===== src/rtl/crossbar_control_issuer_pkg.sv =====
// Shared types and helpers for the crossbar control issuer: FSM states,
// select-field widths and control-word packing.
package crossbar_ctrl_pkg;

  typedef enum logic [1:0] {
    IDLE,
    ISSUE,
    XFER
  } state_t;

  localparam int unsigned MAX_CBW = 256;

  // A single-entry side still needs one select bit on the wire.
  function automatic int unsigned sel_width(input int unsigned n);
    return (n > 1) ? $clog2(n) : 1;
  endfunction

  // input_sel sits at the top of the word, output_sel right below it, rest zero.
  function automatic logic [MAX_CBW-1:0] pack_control(
    input int unsigned cbw,
    input int unsigned isw,
    input int unsigned osw,
    input logic [31:0] in_sel,
    input logic [31:0] out_sel
  );
    logic [MAX_CBW-1:0] word;
    word = MAX_CBW'(in_sel) << (cbw - isw);
    word = word | (MAX_CBW'(out_sel) << (cbw - isw - osw));
    return word;
  endfunction

endpackage


===== src/rtl/crossbar_control_issuer_fifo.sv =====
// Route request queue: val/rdy push side, pop/empty read side, pointer
// wrap modulo DEPTH with an explicit full flag.
module route_req_fifo #(
  parameter int unsigned WIDTH = 8,
  parameter int unsigned DEPTH = 4
) (
  input  logic             clk,
  input  logic             reset,
  input  logic [WIDTH-1:0] push_msg,
  input  logic             push_val,
  output logic             push_rdy,
  input  logic             pop,
  output logic [WIDTH-1:0] pop_msg,
  output logic             empty
);

  localparam int unsigned AW = $clog2(DEPTH);

  logic [WIDTH-1:0] mem [DEPTH];
  logic [AW-1:0]    wr_ptr;
  logic [AW-1:0]    rd_ptr;
  logic             full;
  logic             push;
  logic             do_pop;

  // Not ready while reset is held so nothing is queued during reset.
  assign push_rdy = !full && !reset;
  assign push     = push_val && push_rdy;
  assign empty    = (wr_ptr == rd_ptr) && !full;
  assign do_pop   = pop && !empty;
  assign pop_msg  = mem[rd_ptr];

  always_ff @(posedge clk) begin
    if (push) mem[wr_ptr] <= push_msg;
  end

  always_ff @(posedge clk or posedge reset) begin
    if (reset) begin
      wr_ptr <= '0;
      rd_ptr <= '0;
      full   <= 1'b0;
    end else begin
      if (push)   wr_ptr <= wr_ptr + AW'(1);
      if (do_pop) rd_ptr <= rd_ptr + AW'(1);
      if (push && !do_pop && ((wr_ptr + AW'(1)) == rd_ptr)) full <= 1'b1;
      else if (do_pop && !push)                             full <= 1'b0;
    end
  end

endmodule


===== src/rtl/crossbar_control_issuer.sv =====
// Crossbar control initiator: queues route requests, issues each as a packed
// control word and holds off the next one until its payload beats complete.
module crossbar_control_issuer
  import crossbar_ctrl_pkg::*;
#(
  parameter int unsigned N_INPUTS          = 2,
  parameter int unsigned N_OUTPUTS         = 2,
  parameter int unsigned CONTROL_BIT_WIDTH = 42,
  parameter int unsigned FIFO_DEPTH        = 4,
  parameter int unsigned BEAT_WIDTH        = 8
) (
  input  logic                                                           clk,
  input  logic                                                           reset,
  input  logic [sel_width(N_INPUTS)+sel_width(N_OUTPUTS)+BEAT_WIDTH-1:0] req_msg,
  input  logic                                                           req_val,
  output logic                                                           req_rdy,
  output logic [CONTROL_BIT_WIDTH-1:0]                                   control,
  output logic                                                           control_val,
  input  logic                                                           control_rdy,
  input  logic                                                           xfer_fire,
  output logic                                                           busy,
  output logic [BEAT_WIDTH-1:0]                                          beats_left,
  output logic                                                           err
);

  localparam int unsigned ISW = sel_width(N_INPUTS);
  localparam int unsigned OSW = sel_width(N_OUTPUTS);
  localparam int unsigned MW  = ISW + OSW + BEAT_WIDTH;

  state_t                       state, state_d;
  logic [BEAT_WIDTH-1:0]        cur_beats, cur_beats_d;
  logic [CONTROL_BIT_WIDTH-1:0] control_d;
  logic                         control_val_d;
  logic [BEAT_WIDTH-1:0]        beats_left_d;
  logic                         err_d;

  logic [MW-1:0]         head;
  logic                  fifo_pop;
  logic                  fifo_empty;
  logic [ISW-1:0]        head_in;
  logic [OSW-1:0]        head_out;
  logic [BEAT_WIDTH-1:0] head_beats;
  logic                  head_ok;

  route_req_fifo #(
    .WIDTH (MW),
    .DEPTH (FIFO_DEPTH)
  ) u_fifo (
    .clk      (clk),
    .reset    (reset),
    .push_msg (req_msg),
    .push_val (req_val),
    .push_rdy (req_rdy),
    .pop      (fifo_pop),
    .pop_msg  (head),
    .empty    (fifo_empty)
  );

  assign {head_in, head_out, head_beats} = head;
  assign head_ok = (32'(head_in) < N_INPUTS) && (32'(head_out) < N_OUTPUTS);
  assign busy    = (state != IDLE);

  always_comb begin
    state_d       = state;
    cur_beats_d   = cur_beats;
    control_d     = control;
    control_val_d = control_val;
    beats_left_d  = beats_left;
    err_d         = err;
    fifo_pop      = 1'b0;
    case (state)
      IDLE: begin
        if (!fifo_empty) begin
          fifo_pop = 1'b1;
          if (!head_ok) begin
            err_d = 1'b1;
          end else begin
            state_d       = ISSUE;
            cur_beats_d   = head_beats;
            control_val_d = 1'b1;
            control_d     = CONTROL_BIT_WIDTH'(pack_control(CONTROL_BIT_WIDTH, ISW, OSW,
                                                            32'(head_in), 32'(head_out)));
          end
        end
      end
      ISSUE: begin
        // A zero-beat route only configures the crossbar; no payload to wait for.
        if (control_rdy) begin
          control_val_d = 1'b0;
          if (cur_beats == '0) begin
            state_d = IDLE;
          end else begin
            beats_left_d = cur_beats;
            state_d      = XFER;
          end
        end
      end
      XFER: begin
        if (xfer_fire && (beats_left != '0)) begin
          beats_left_d = beats_left - BEAT_WIDTH'(1);
          if (beats_left == BEAT_WIDTH'(1)) state_d = IDLE;
        end
      end
      default: state_d = IDLE;
    endcase
  end

  always_ff @(posedge clk or posedge reset) begin
    if (reset) begin
      state       <= IDLE;
      cur_beats   <= '0;
      control     <= '0;
      control_val <= 1'b0;
      beats_left  <= '0;
      err         <= 1'b0;
    end else begin
      state       <= state_d;
      cur_beats   <= cur_beats_d;
      control     <= control_d;
      control_val <= control_val_d;
      beats_left  <= beats_left_d;
      err         <= err_d;
    end
  end

endmodule


===== config.mk =====
export PLATFORM = sky130hd
export DESIGN_NAME = crossbar_control_issuer
export DESIGN_NICKNAME = d
export VERILOG_FILES = /design/src/rtl/crossbar_control_issuer_pkg.sv /design/src/rtl/crossbar_control_issuer_fifo.sv /design/src/rtl/crossbar_control_issuer.sv
export SDC_FILE = /design/constraint.sdc
export NUM_CORES = 1
export LEC_CHECK = 0
export ABC_AREA = 1
export CAP_MARGIN = 20
export CORE_UTILIZATION = 51
export CTS_BUF_LIST = sky130_fd_sc_hd__clkbuf_16
export DETAILED_ROUTE_END_ITERATION = 8
export GPL_TIMING_DRIVEN = 0
export PLACE_DENSITY = 0.84
export SLEW_MARGIN = 10
export SYNTH_ARGS = -nofsm -noshare
export SYNTH_HDL_FRONTEND = slang
export SYNTH_SLANG_ARGS = --single-unit

===== constraint.sdc =====
create_clock -name clk -period 2 [get_ports clk]
set_input_delay 0.5 -clock clk [delete_from_list [all_inputs] [get_ports clk]]
set_output_delay 0.5 -clock clk [all_outputs]
set_load 0.02 [all_outputs]

==> impl_metrics.tcl <==
set metrics [dict create \
    status "complete, but fails checks" \
    violations "negative setup slack" \
    cp.arrival_ns 2.05 \
    placed_area_um2 3830 \
    tightest_slew_ns 0.990 \
    die_x_um 82.7 \
    critical_path.max_fanout 10 \
    hold_buffers 0 \
    core_area_um2 6310 \
    finish.utilization 0.666 \
    grt-ovfl-total 0 \
    stdcell_area_um2 4200 \
    power.density_nw_per_um2 1550 \
    ys.flop_type "edfxtp_1" \
    fin_ws_ns -0.108 \
    finClkSkew_ns 0.00544 \
    grt_pass1_wl_um 10200 \
    slew_headroom 0.337 \
    cts.sinks 66 \
    finalCritPeriodShare 1.05 \
    worst_r2r_path_depth 4 \
    synthArstFlopShare 0.394 \
    postSynthCellCount 357 \
    wl_per_cell_um 12.3 \
    avgSynthCellArea_um2 9.29 \
    critical_path_class "in2reg" \
    antenna_left 0 \
    drv_cap 0 \
    worstReg2RegStart "u_fifo.wr_ptr[0]$_DFFE_PP0P_" \
    drc 0 \
    finalNetCount 458 \
    rsz0062_at_grt "yes" \
    viasPerCell 4.67 \
    synth.most_common_cell "nand2_1" \
    p_leak_nw 1.97 \
    synth_area_leader_cell "edfxtp_1" \
    max_freq_mhz 474 \
    min_path_type "in2async" \
    area_delta_synth_final_pct 26.7 \
    min_period_ns 2.11 \
    synth_edf_count 40 \
    num_antenna_cells 0 \
    dp.final_hpwl_um 4320 \
    synth_area_leaders "edfxtp_1 (36%), dfrtp_1 (20%), buf_4 (9.5%), nand2_1 (6.8%), o21ai_0 (6.6%)" \
    grt_usage 0.210 \
    port_buffers 27 \
    hold_viol 0 \
    clk_pin_slew_ns 0.06 \
    dp_cells 501 \
    ctsHtreeMaxLevel 3 \
    critPathLaunch "reset" \
    cts_tree "done" \
    finalWirelength_um 6400 \
    start_util 0.526 \
    slew_violations 0 \
    start_kind "input port" \
    routabilityCongestion 0.879 \
    cp-end-kind "register" \
    fin_cells 518 \
    initialDrtViolationCount 109 \
    synth.top_cell.area_share 0.362 \
    required_ns 1.95 \
    vdd_ir_drop_max_v 0.000949 \
    die_y_um 82.7 \
    ios 69 \
    vias 2421 \
    pre_cts_slack_ns -0.468 \
    drive_above_1_share 0.156 \
    num_rows 29 \
    cts_root_buffer "clkbuf_16" \
    synth_area_um2 3320 \
    first_pass_iters 4 \
    clock_latency_ns 0.33 \
    grt_pass1_vias 2217 \
    yosys.cell_types.count 23 \
    cts_buffers 9 \
    synthTopCellsByCount "nand2_1 (60), nor2_1 (56), o21ai_0 (44)" \
    setup_viol_count_final 40 \
    yosys_warnings 0 \
    die-area_um2 6830 \
    seq_area_frac_synth 0.558 \
    clk_path_buf_depth 2 \
    grt_max_degree 27 \
    ys_seq_elements 66 \
    grt_antenna_before_repair 0 \
]
flip-flops by register name (all words and copies together) (netlist names):
register	flops
beats_left	8
u_fifo.full	1
state	2
control	2
cur_beats	8
u_fifo.rd_ptr	2
u_fifo.mem	40
u_fifo.wr_ptr	2
control_val	1
where the power goes:
group	switching, mW	internal, mW	total (mW)
combinational	1.67	0.970	2.64
sequential	0.257	1.82	2.08
clock	0.573	1.22	1.79
cell usage in the layout (no fill, tap or decap), types with 5 or more instances in the layout:
cell	Yosys	routed
o21ai_0	44	44
dfrtp_1	26	26
o21ai_1	5	5
clkbuf_16	0	9
conb_1	1	41
nand3_1	11	11
nor2_1	56	55
nand2_1	60	60
edfxtp_1	40	40
a21oi_1	7	7
buf_4	42	42
ha_1	7	7
clkdlybuf4s50_1	0	25
inv_1	37	37
metrics by stage:
step | power, mW | hold WS [ns] | setup TNS, ns
floorplan | 3.94 | 0.475 | 0
global placement | 4.61 | 0.480 | -15.88
detailed placement | 4.71 | 0.495 | -17.99
CTS | 6.53 | 0.508 | -3.95
global route | 7.00 | 0.490 | -10.08
finish | 6.51 | 0.475 | -3.17
worst max-delay path, cell delays in order:
cell	delay [ns]
clkdlybuf4s50_1	0.42
nor2_1	0.13
nand2_1	0.19
nor2_1	0.80
final timing paths:
kind / to / slack, ns
max: u_fifo.mem[2][9]$_DFFE_PP_ / -0.11
min: u_fifo.full$_DFFE_PP0P_ / 0.48
max reg2reg: u_fifo.mem[2][9]$_DFFE_PP_ / 0.06
min reg2reg: control[40]$_DFFE_PP0P_ / 0.51
max in group asynchronous: beats_left[6]$_DFFE_PP0P_ / 1.11
min in group clk: control[40]$_DFFE_PP0P_ / 0.51
cell type report:
cell class              instances  area [um2]
plain buffers                  51         362
clock buffers                   9         225
clock inverters                 7         116
fillers                       499        2110
inverters                      38         143
multi-input cells             242        1110
flip-flops and latches         66        1850
well taps                      77        96.3
repair buffers                 28         295
metal layers:
metal | track usage | vias up | routed length, um
li1 | - | 1223 | -
met1 | 0.252 | 1115 | 2690
met4 | 0.0793 | 0 | 86
met3 | 0.0615 | 10 | 401
met5 | 0 | - | 0
met2 | 0.357 | 73 | 3220
kinds of logic after synthesis:
kind of cell	Yosys count	synth area share
xor+xnor	5	0.0132
fa+ha+maj	7	0.0264
compound gates	57	0.0894
buf+inv	89	0.152
flops	66	0.558
other cells	1	0.00113
simple gates	132	0.160
timing repair:
item,4_1_cts,5_1_grt
gates resized for setup,3,0
setup buffers,0,0
endpoints found under the setup margin,42,40
cloned,0,0
(Power assumes the default switching activity.)
